===== src/rtl/reg_hazard_tracker_pkg.sv =====
// Shared types and constants for the register hazard tracker.
// Optional feature macro: HAZARD_WB_BYPASS_EN (WB slot takes part in forwarding).
package hazard_pkg;

  localparam int ADDR_W = 5;
  localparam logic [ADDR_W-1:0] ZERO_REG = 5'd31;

  typedef enum logic [1:0] {
    FWD_RF  = 2'b00,
    FWD_EX  = 2'b01,
    FWD_MEM = 2'b10,
    FWD_WB  = 2'b11
  } fwd_sel_t;

  typedef struct packed {
    logic              valid;
    logic [ADDR_W-1:0] rd;
    logic              memread;
  } slot_t;

  typedef enum logic {
    RUN   = 1'b0,
    STALL = 1'b1
  } hz_state_t;

  localparam slot_t SLOT_BUBBLE = '{valid: 1'b0, rd: 5'd0, memread: 1'b0};

  // A slot supplies a source only when it holds a live producer of that
  // register; XZR never matches, even if it somehow got into a slot.
  function automatic logic slot_matches(slot_t s, logic [ADDR_W-1:0] src);
    return s.valid && (s.rd == src) && (src != ZERO_REG);
  endfunction

endpackage


===== src/rtl/reg_hazard_tracker_pipe_slot.sv =====
// One in-flight destination-register slot: loads a new entry or a bubble
// each cycle; synchronous active-high reset empties it.
module pipe_slot
  import hazard_pkg::*;
(
  input  logic  clk,
  input  logic  reset,
  input  logic  load,
  input  slot_t d,
  output slot_t q
);

  slot_t slot_q;

  // Slot register: reset or bubble clears it, load captures the entry.
  always_ff @(posedge clk) begin
    if (reset) begin
      slot_q <= SLOT_BUBBLE;
    end else if (load) begin
      slot_q <= d;
    end else begin
      slot_q <= SLOT_BUBBLE;
    end
  end

  assign q = slot_q;

endmodule


===== src/rtl/reg_hazard_tracker.sv =====
// Register hazard tracker: follows in-flight Rd numbers through EX/MEM/WB,
// produces operand forwarding selects and a one-cycle load-use stall.
// Optional feature macro: HAZARD_WB_BYPASS_EN -- when defined the WB slot
// can be forwarded (select 11); otherwise the register file's write-first
// behaviour covers that case and the WB slot is tracked but never selected.
module reg_hazard_tracker
  import hazard_pkg::*;
(
  input  logic              clk,
  input  logic              reset,
  input  logic              id_valid,
  input  logic              id_regwrite,
  input  logic              id_memread,
  input  logic [ADDR_W-1:0] id_rd,
  input  logic [ADDR_W-1:0] id_rn,
  input  logic [ADDR_W-1:0] id_rm,
  input  logic              flush,
  output logic [1:0]        fwd_a,
  output logic [1:0]        fwd_b,
  output logic              stall
);

`ifdef HAZARD_WB_BYPASS_EN
  localparam logic WB_BYPASS = 1'b1;
`else
  localparam logic WB_BYPASS = 1'b0;
`endif

  slot_t     ex_q, mem_q, wb_q;
  slot_t     ex_d;
  logic      ex_load_s;
  logic      load_use_s;
  logic      wb_memread_unused;
  hz_state_t state_q, state_d;
  fwd_sel_t  fwd_a_s, fwd_b_s;

  // The load flag only matters while the producer sits in EX.
  assign wb_memread_unused = wb_q.memread;

  // Youngest producer wins: EX, then MEM, then (optionally) WB.
  function automatic fwd_sel_t pick_src(logic [ADDR_W-1:0] src, slot_t ex,
                                        slot_t mem, slot_t wb);
    fwd_sel_t sel;
    if (src == ZERO_REG) begin
      sel = FWD_RF;
    end else if (slot_matches(ex, src)) begin
      sel = FWD_EX;
    end else if (slot_matches(mem, src)) begin
      sel = FWD_MEM;
    end else if (WB_BYPASS && slot_matches(wb, src)) begin
      sel = FWD_WB;
    end else begin
      sel = FWD_RF;
    end
    return sel;
  endfunction

  // Hazard decisions: load-use detect, stall, EX entry and forwarding selects.
  always_comb begin
    load_use_s = 1'b0;
    stall      = 1'b0;
    ex_load_s  = 1'b0;
    ex_d       = SLOT_BUBBLE;
    fwd_a_s    = FWD_RF;
    fwd_b_s    = FWD_RF;
    state_d    = RUN;

    load_use_s = ex_q.valid && ex_q.memread &&
                 (slot_matches(ex_q, id_rn) || slot_matches(ex_q, id_rm));

    // Only one stall per load: the STALL cycle never re-asserts it, and a
    // flush squashes the consumer so there is nothing to protect.
    if (state_q == RUN) begin
      stall = id_valid && load_use_s && !flush;
    end else begin
      stall = 1'b0;
    end

    if (stall) begin
      state_d = STALL;
    end else begin
      state_d = RUN;
    end

    ex_load_s = id_valid && id_regwrite && (id_rd != ZERO_REG) && !stall && !flush;
    ex_d      = '{valid: 1'b1, rd: id_rd, memread: id_memread};

    // The consumer is being held, so its operands are irrelevant this cycle.
    if (stall) begin
      fwd_a_s = FWD_RF;
      fwd_b_s = FWD_RF;
    end else begin
      fwd_a_s = pick_src(id_rn, ex_q, mem_q, wb_q);
      fwd_b_s = pick_src(id_rm, ex_q, mem_q, wb_q);
    end
  end

  assign fwd_a = fwd_a_s;
  assign fwd_b = fwd_b_s;

  // Stall FSM state register; reset returns to RUN.
  always_ff @(posedge clk) begin
    if (reset) begin
      state_q <= RUN;
    end else begin
      state_q <= state_d;
    end
  end

  pipe_slot u_ex (
    .clk   (clk),
    .reset (reset),
    .load  (ex_load_s),
    .d     (ex_d),
    .q     (ex_q)
  );

  pipe_slot u_mem (
    .clk   (clk),
    .reset (reset),
    .load  (1'b1),
    .d     (ex_q),
    .q     (mem_q)
  );

  pipe_slot u_wb (
    .clk   (clk),
    .reset (reset),
    .load  (1'b1),
    .d     (mem_q),
    .q     (wb_q)
  );

endmodule

===== config.mk =====
export PLATFORM = sky130hd
export DESIGN_NAME = reg_hazard_tracker
export DESIGN_NICKNAME = d
export VERILOG_FILES = /design/src/rtl/reg_hazard_tracker_pkg.sv /design/src/rtl/reg_hazard_tracker_pipe_slot.sv /design/src/rtl/reg_hazard_tracker.sv
export SDC_FILE = /design/constraint.sdc
export NUM_CORES = 1
export LEC_CHECK = 0
export BUFFER_PORTS_ARGS = -buffer_cell sky130_fd_sc_hd__buf_2
export CAP_MARGIN = 20
export CORE_AREA = 4 4 47 49
export DETAILED_ROUTE_END_ITERATION = 10
export DIE_AREA = 0 0 51 53
export PLACE_DENSITY = 0.69
export SLEW_MARGIN = 30
export SYNTH_ARGS = -nofsm -noshare
export SYNTH_HDL_FRONTEND = slang
export SYNTH_SLANG_ARGS = --single-unit

===== constraint.sdc =====
create_clock -name clk -period 1.5 [get_ports clk]
set_input_delay 0.075 -clock clk [delete_from_list [all_inputs] [get_ports clk]]
set_output_delay 0.075 -clock clk [all_outputs]
set_load 0.01 [all_outputs]

### Word level (Yosys, flattened, before mapping)

Index checks and enable logic that the tools add are counted.

* add/subtract/negate cells: 0
* multiply operators: 0
* divide/modulo/power cells: 0
* magnitude comparators: 0
* eq/ne operators: 9
* shifts and indexed selects: 0
* muxes and demuxes: 11
* bitwise gates (word level): 1
* reduce and logical (&&, ||, !) cells: 20

Operator list (count)
* equality test 5 bit: 4
* logical AND 1 bit: 16
* 2-to-1 mux 2 bit: 8
* inequality test 5 bit (second input constant): 3
* equality test 5 bit (second input constant): 2
* 2-to-1 mux 7 bit: 1
* logical NOT 1 bit: 2
* 2-to-1 mux 1 bit: 2
* OR reduction 2 bit: 1
* logical OR 1 bit: 1
* inverter 1 bit: 1

* flip-flop bits (word level): 14
* bits in latches: 0
* bits in writable memories: 0
* memory bits (read-only): 0
* bits of input ports: 21
* output and inout port bits: 5
* logic and storage cells: 47
* memories: 0

### Logic depth before layout (Yosys ltp)

* depth after elaboration: 13
* gate-level depth with buffers: 6
* gate-level depth less buffers: 5

### Hierarchy

From an unflattened synthesis, not the netlist that was laid out.

* cells, all modules: 80
* area total of the unflattened synthesis: 764.5 µm²

By module, submodules not included
* pipe_slot: instances 2, cells each 14, area each 201.4 µm²
* reg_hazard_tracker: instances 1, cells each 52, area each 361.6 µm²

### Least setup slack after synthesis

No wires, ideal clock.

* path type: register to output
* start: register u_mem.slot_q, in the netlist u_mem.q[1]
* end: output fwd_a[1]
* arrival: 1.289 ns
* data required time: 1.425 ns
* setup slack: 0.136 ns
* stages on the path, launching flop included: 5
* path buffers: 0
* path through: dfxtp_1 > xnor2_1 > nand4_1 > or4_1 > a211oi_1

* longest elaborated chain between the ends: 7

Ends and longest elaborated chain
* start: declaration: RTL line reg_hazard_tracker_pipe_slot.sv:13 `slot_t slot_q;`
* start signal: assignment: RTL line reg_hazard_tracker_pipe_slot.sv:18 `slot_q <= SLOT_BUBBLE;`
* start signal: assignment: RTL line reg_hazard_tracker_pipe_slot.sv:20 `slot_q <= d;`
* start signal: assignment: RTL line reg_hazard_tracker_pipe_slot.sv:22 `slot_q <= SLOT_BUBBLE;`
* equality test 5 bit: RTL line reg_hazard_tracker_pkg.sv:31 `return s.valid && (s.rd == src) && (src != ZERO_REG);`
* logical AND 1 bit (2 in a row): RTL line reg_hazard_tracker_pkg.sv:31
* 2-to-1 mux 2 bit: RTL line reg_hazard_tracker.sv:48 `end else if (slot_matches(mem, src)) begin`
* 2-to-1 mux 2 bit: RTL line reg_hazard_tracker.sv:46 `end else if (slot_matches(ex, src)) begin`
* 2-to-1 mux 2 bit: RTL line reg_hazard_tracker.sv:44 `if (src == ZERO_REG) begin`
* 2-to-1 mux 2 bit: RTL line reg_hazard_tracker.sv:89 `if (stall) begin`
* end: declaration: RTL line reg_hazard_tracker.sv:18 `output logic [1:0] fwd_a,`

No other way between the ends.

### Final worst setup path

* start: register u_mem.slot_q, in the netlist u_mem.q[2]
* end: output fwd_a[1]

Same word-level chain as after synthesis.

==> Flow_metrics.wiki <==
{| class="wikitable"
! Metric !! Value
|-
| Clock root buffer || clkbuf_4
|-
| Worst Hold Margin || ~0.046 ns
|-
| Net count after synthesis || slightly below 100
|-
| Clock buffer depth || 2
|-
| Routed vias/inst || 4.78
|-
| Initial standard-cell utilization of the core || approximately two fifths
|-
| Nature of the critical path endpoint || primary output
|-
| Routed metal-1 wirelength || 694 um
|-
| H-tree levels || 1
|-
| Clock Power Share || roughly a third
|-
| Met3 Wirelength || around 130 um
|-
| Mean routed wirelength per cell || approximately 13 um
|-
| Maximum VDD drop || 490 uV
|-
| CP Cell Sequence || xor2_1 > or4_1 > a211oi_2 > buf_2
|-
| Stage delay of the slowest cell on the critical path || around 0.53 ns
|-
| Filler instances || roughly 150
|-
| Final worst-path setup slack || -0.187 ns
|-
| PwrDens || about 650 mW/mm^2
|-
| Footprint of the multi-input gates || approximately 560 sq um
|-
| Crit start category || flop
|-
| Largest fanout on the critical path || 2
|-
| Part of the power in combinational logic || 14.8%
|-
| Wire length of the first global-routing pass || approximately 2600 um
|-
| Number of violations of the max-capacitance limit || 0
|-
| Setup repair after global routing missed its margin || true
|-
| Number of design rule violations left after detail routing || 0
|-
| Required time at the worst-slack endpoint || 1.42 ns
|-
| TritonCTS Sinks || 14
|-
| Sw power || around 0.16 mW
|-
| Number of standard-cell rows in the floorplan || 16
|-
| Total core area || about 0.0019 sq mm
|-
| Worst clock skew on the final layout || about 0.0014 ns
|-
| I/O pin count || 26
|-
| Maximum number of pins on one net before global-route repair || 9
|-
| # setup viols final || 13
|-
| Final core area utilization || between 60% and 70%
|-
| Placer Congestion || 0.837
|-
| Cell area after technology mapping || between 700 and 800 sq um
|-
| Hold path start || id_memread
|-
| #FFs+latches synth || 14
|-
| Hold Fails Final Rpt || 0
|-
| Post-place setup slack || ~0.037 ns
|-
| Slew margin rel. || between 70% and 80%
|-
| Antenna diodes || 0
|-
| Reg-to-reg critical path startpoint || u_ex.q[5]$_SDFF_PP0_
|-
| Count of cell types in the netlist || 20
|-
| Final wirelength || 1790 um
|-
| Number of antenna violations at the first check in global routing || 0
|-
| Run status || finished, violations left
|-
| Fin. max-slew vios || 0
|-
| CTS tree || yes
|-
| Launching instance or port of the critical path || u_mem.q[2]$_SDFF_PP0_
|-
| Total met2 wirelength after detailed routing || 951 um
|-
| Static Leakage || ~0.45 nW
|-
| Area growth from synthesis to final layout || 49.8%
|-
| Final Critical Period || 1.69 ns
|-
| Total number of vias || about 670
|-
| Data arrival time of the worst path || around 1.6 ns
|-
| Part of the total power dissipated in sequential elements || approximately half
|-
| Die W || between 50 and 60 um
|-
| Antenna Violating Nets Remaining || 0
|-
| Flip-flop and latch area || about 300 sq um
|-
| Buffers on Ports || 25
|-
| Internal portion of total power || 0.578 mW
|-
| Post-synthesis sequential area ratio || between 30% and 40%
|-
| TritonCTS buffer count || 3
|-
| Vias in the first global route || between 600 and 700
|-
| R2r setup slk || -0.02 ns
|-
| Failing checks || negative setup slack
|-
| Total Neg Setup Slack || -0.815 ns
|-
| Fraction of power spent switching nets || 21.7%
|-
| Hold Path Class || input port to flop
|-
| Synthesized area per cell || 9.93 sq um
|-
| Number of detailed-route iterations in the first pass || 3
|-
| Crit Path Category || flop to primary output
|-
| Number of buffers added to fix hold violations after cts || 0
|-
| Final period util || 112%
|-
| Clock input transition at the sequential cells of the worst setup and hold paths || approximately 0.08 ns
|-
| Max stage delay cell, worst path || or4_1
|-
| Synth warn || 0
|-
| Net total in the final layout || approximately 130
|-
| Transition time of the tightest slew-check pin || between 0.4 and 0.5 ns
|-
| Highest Clock Rate || 593 MHz
|-
| Top layer used by detailed routing || met4
|-
| Power consumption || about 0.74 mW
|-
| Sum of overflow across all layers after global routing || 0
|-
| Overall global routing resource usage || roughly 13%
|-
| Die height || between 50 and 60 um
|-
| Post-Syn Instances || 77
|-
| Number of DRC violations after detailed-routing iteration 0 || 1
|-
| Proportion of layout cells with a drive suffix above 1 || about three fifths
|-
| Insertion delay to the later sink of the worst-skew pair || between 0.2 and 0.3 ns
|-
| Die area || between 0.002 and 0.003 sq mm
|}
[final timing paths]
path	cells after the start	to
worst max-delay path	4	fwd_a[1]
worst min register to register	1	u_mem.q[2]$_SDFF_PP0_
worst max register to register	7	u_ex.q[3]$_SDFF_PP0_
worst min-delay path	2	u_ex.q[0]$_SDFF_PP0_
[placed cells by master, fill, tap and decap left out, types with 2 or more instances in the layout]
master    Yosys  final
xnor2_2       0      8
buf_2         0     24
xor2_1        4      4
xnor2_1      16      8
nor2_1        3      3
nor3b_2       6      6
dfxtp_1      14      5
clkbuf_4      0      3
nor2b_1       6      6
nand3_1       3      3
dfxtp_4       0      4
buf_4         0      6
dfxtp_2       0      5
nor3_2        3      2
nor4_2        0      2
nand2_1       5      5
a211oi_2      0      2
nand4_1       4      4
[power by group through the flow]
stage | combinational [mW] | clock [mW] | sequential, mW
finish | 0.109 | 0.253 | 0.377
global route | 0.118 | 0.279 | 0.378
CTS | 0.0989 | 0.265 | 0.381
detailed placement | 0.0910 | 0 | 0.390
global placement | 0.0888 | 0 | 0.390
floorplan | 0.0453 | 0 | 0.389
[registers in the layout, summed over array words and instances, names as in the netlist]
name     count
u_ex.q       7
u_mem.q      6
state_q      1
[per-stage QoR]
step,instance area (sq um),cells
after global placement,943,130
final,1140,139
after CTS,1040,136
after floorplan,764,77
after detailed placement,943,130
after global routing,1140,139
[layout make-up]
cell class / count / share of cell area [%]
flip-flops and latches: 14 / 26.3
repair buffers: 33 / 18.5
clock buffers: 4 / 3.17
multi-input cells: 61 / 49.1
well taps: 27 / 2.95
[critical path: cells and delay by family (launching register included)]
kind / cells / cell delay [ns]
AOI/OAI and AO/OA: 1 / 0.16
xor gates and xnor gates: 1 / 0.15
buffers and inverters: 1 / 0.16
DFF: 1 / 0.35
and+or+nand+nor: 1 / 0.53
[per-layer routing]
layer | GRT usage [%] | up-vias
met5 | 0 | -
met4 | 5.38 | 0
met3 | 2.82 | 2
met2 | 22.3 | 20
met1 | 14.6 | 303
li1 | - | 340
[synth_stat cells, drive strengths merged]
| cell type | number | area share, % |
|---|---|---|
| a211oi | 2 | 2.0 |
| and2b | 1 | 0.98 |
| and3 | 1 | 0.82 |
| buf | 1 | 1.5 |
| clkbuf | 1 | 0.49 |
| dfxtp | 14 | 37 |
| nand2 | 5 | 2.5 |
| nand2b | 1 | 0.82 |
| nand3 | 3 | 2.0 |
| nand4 | 4 | 3.3 |
| nand4bb | 1 | 1.5 |
| nor2 | 3 | 1.5 |
| nor2b | 6 | 4.9 |
| nor3 | 3 | 3.9 |
| nor3b | 6 | 9.8 |
| nor4 | 2 | 1.6 |
| o21a | 1 | 0.98 |
| or4 | 2 | 2.0 |
| xnor2 | 16 | 18 |
| xor2 | 4 | 4.6 |
[cell families after synthesis]
family / after synthesis / share of synthesized area, %
simple gates: 38 / 35.5
flops: 14 / 36.7
compound gates: 3 / 2.95
buf+inv: 2 / 1.96
xor+xnor: 20 / 22.9
[timing repair]
item,CTS,global route
pin swaps,4,8
gates resized for setup,14,16
buffers inserted,2,3
endpoints found under the setup margin,3,13
Power figures use the tool's default switching activity.
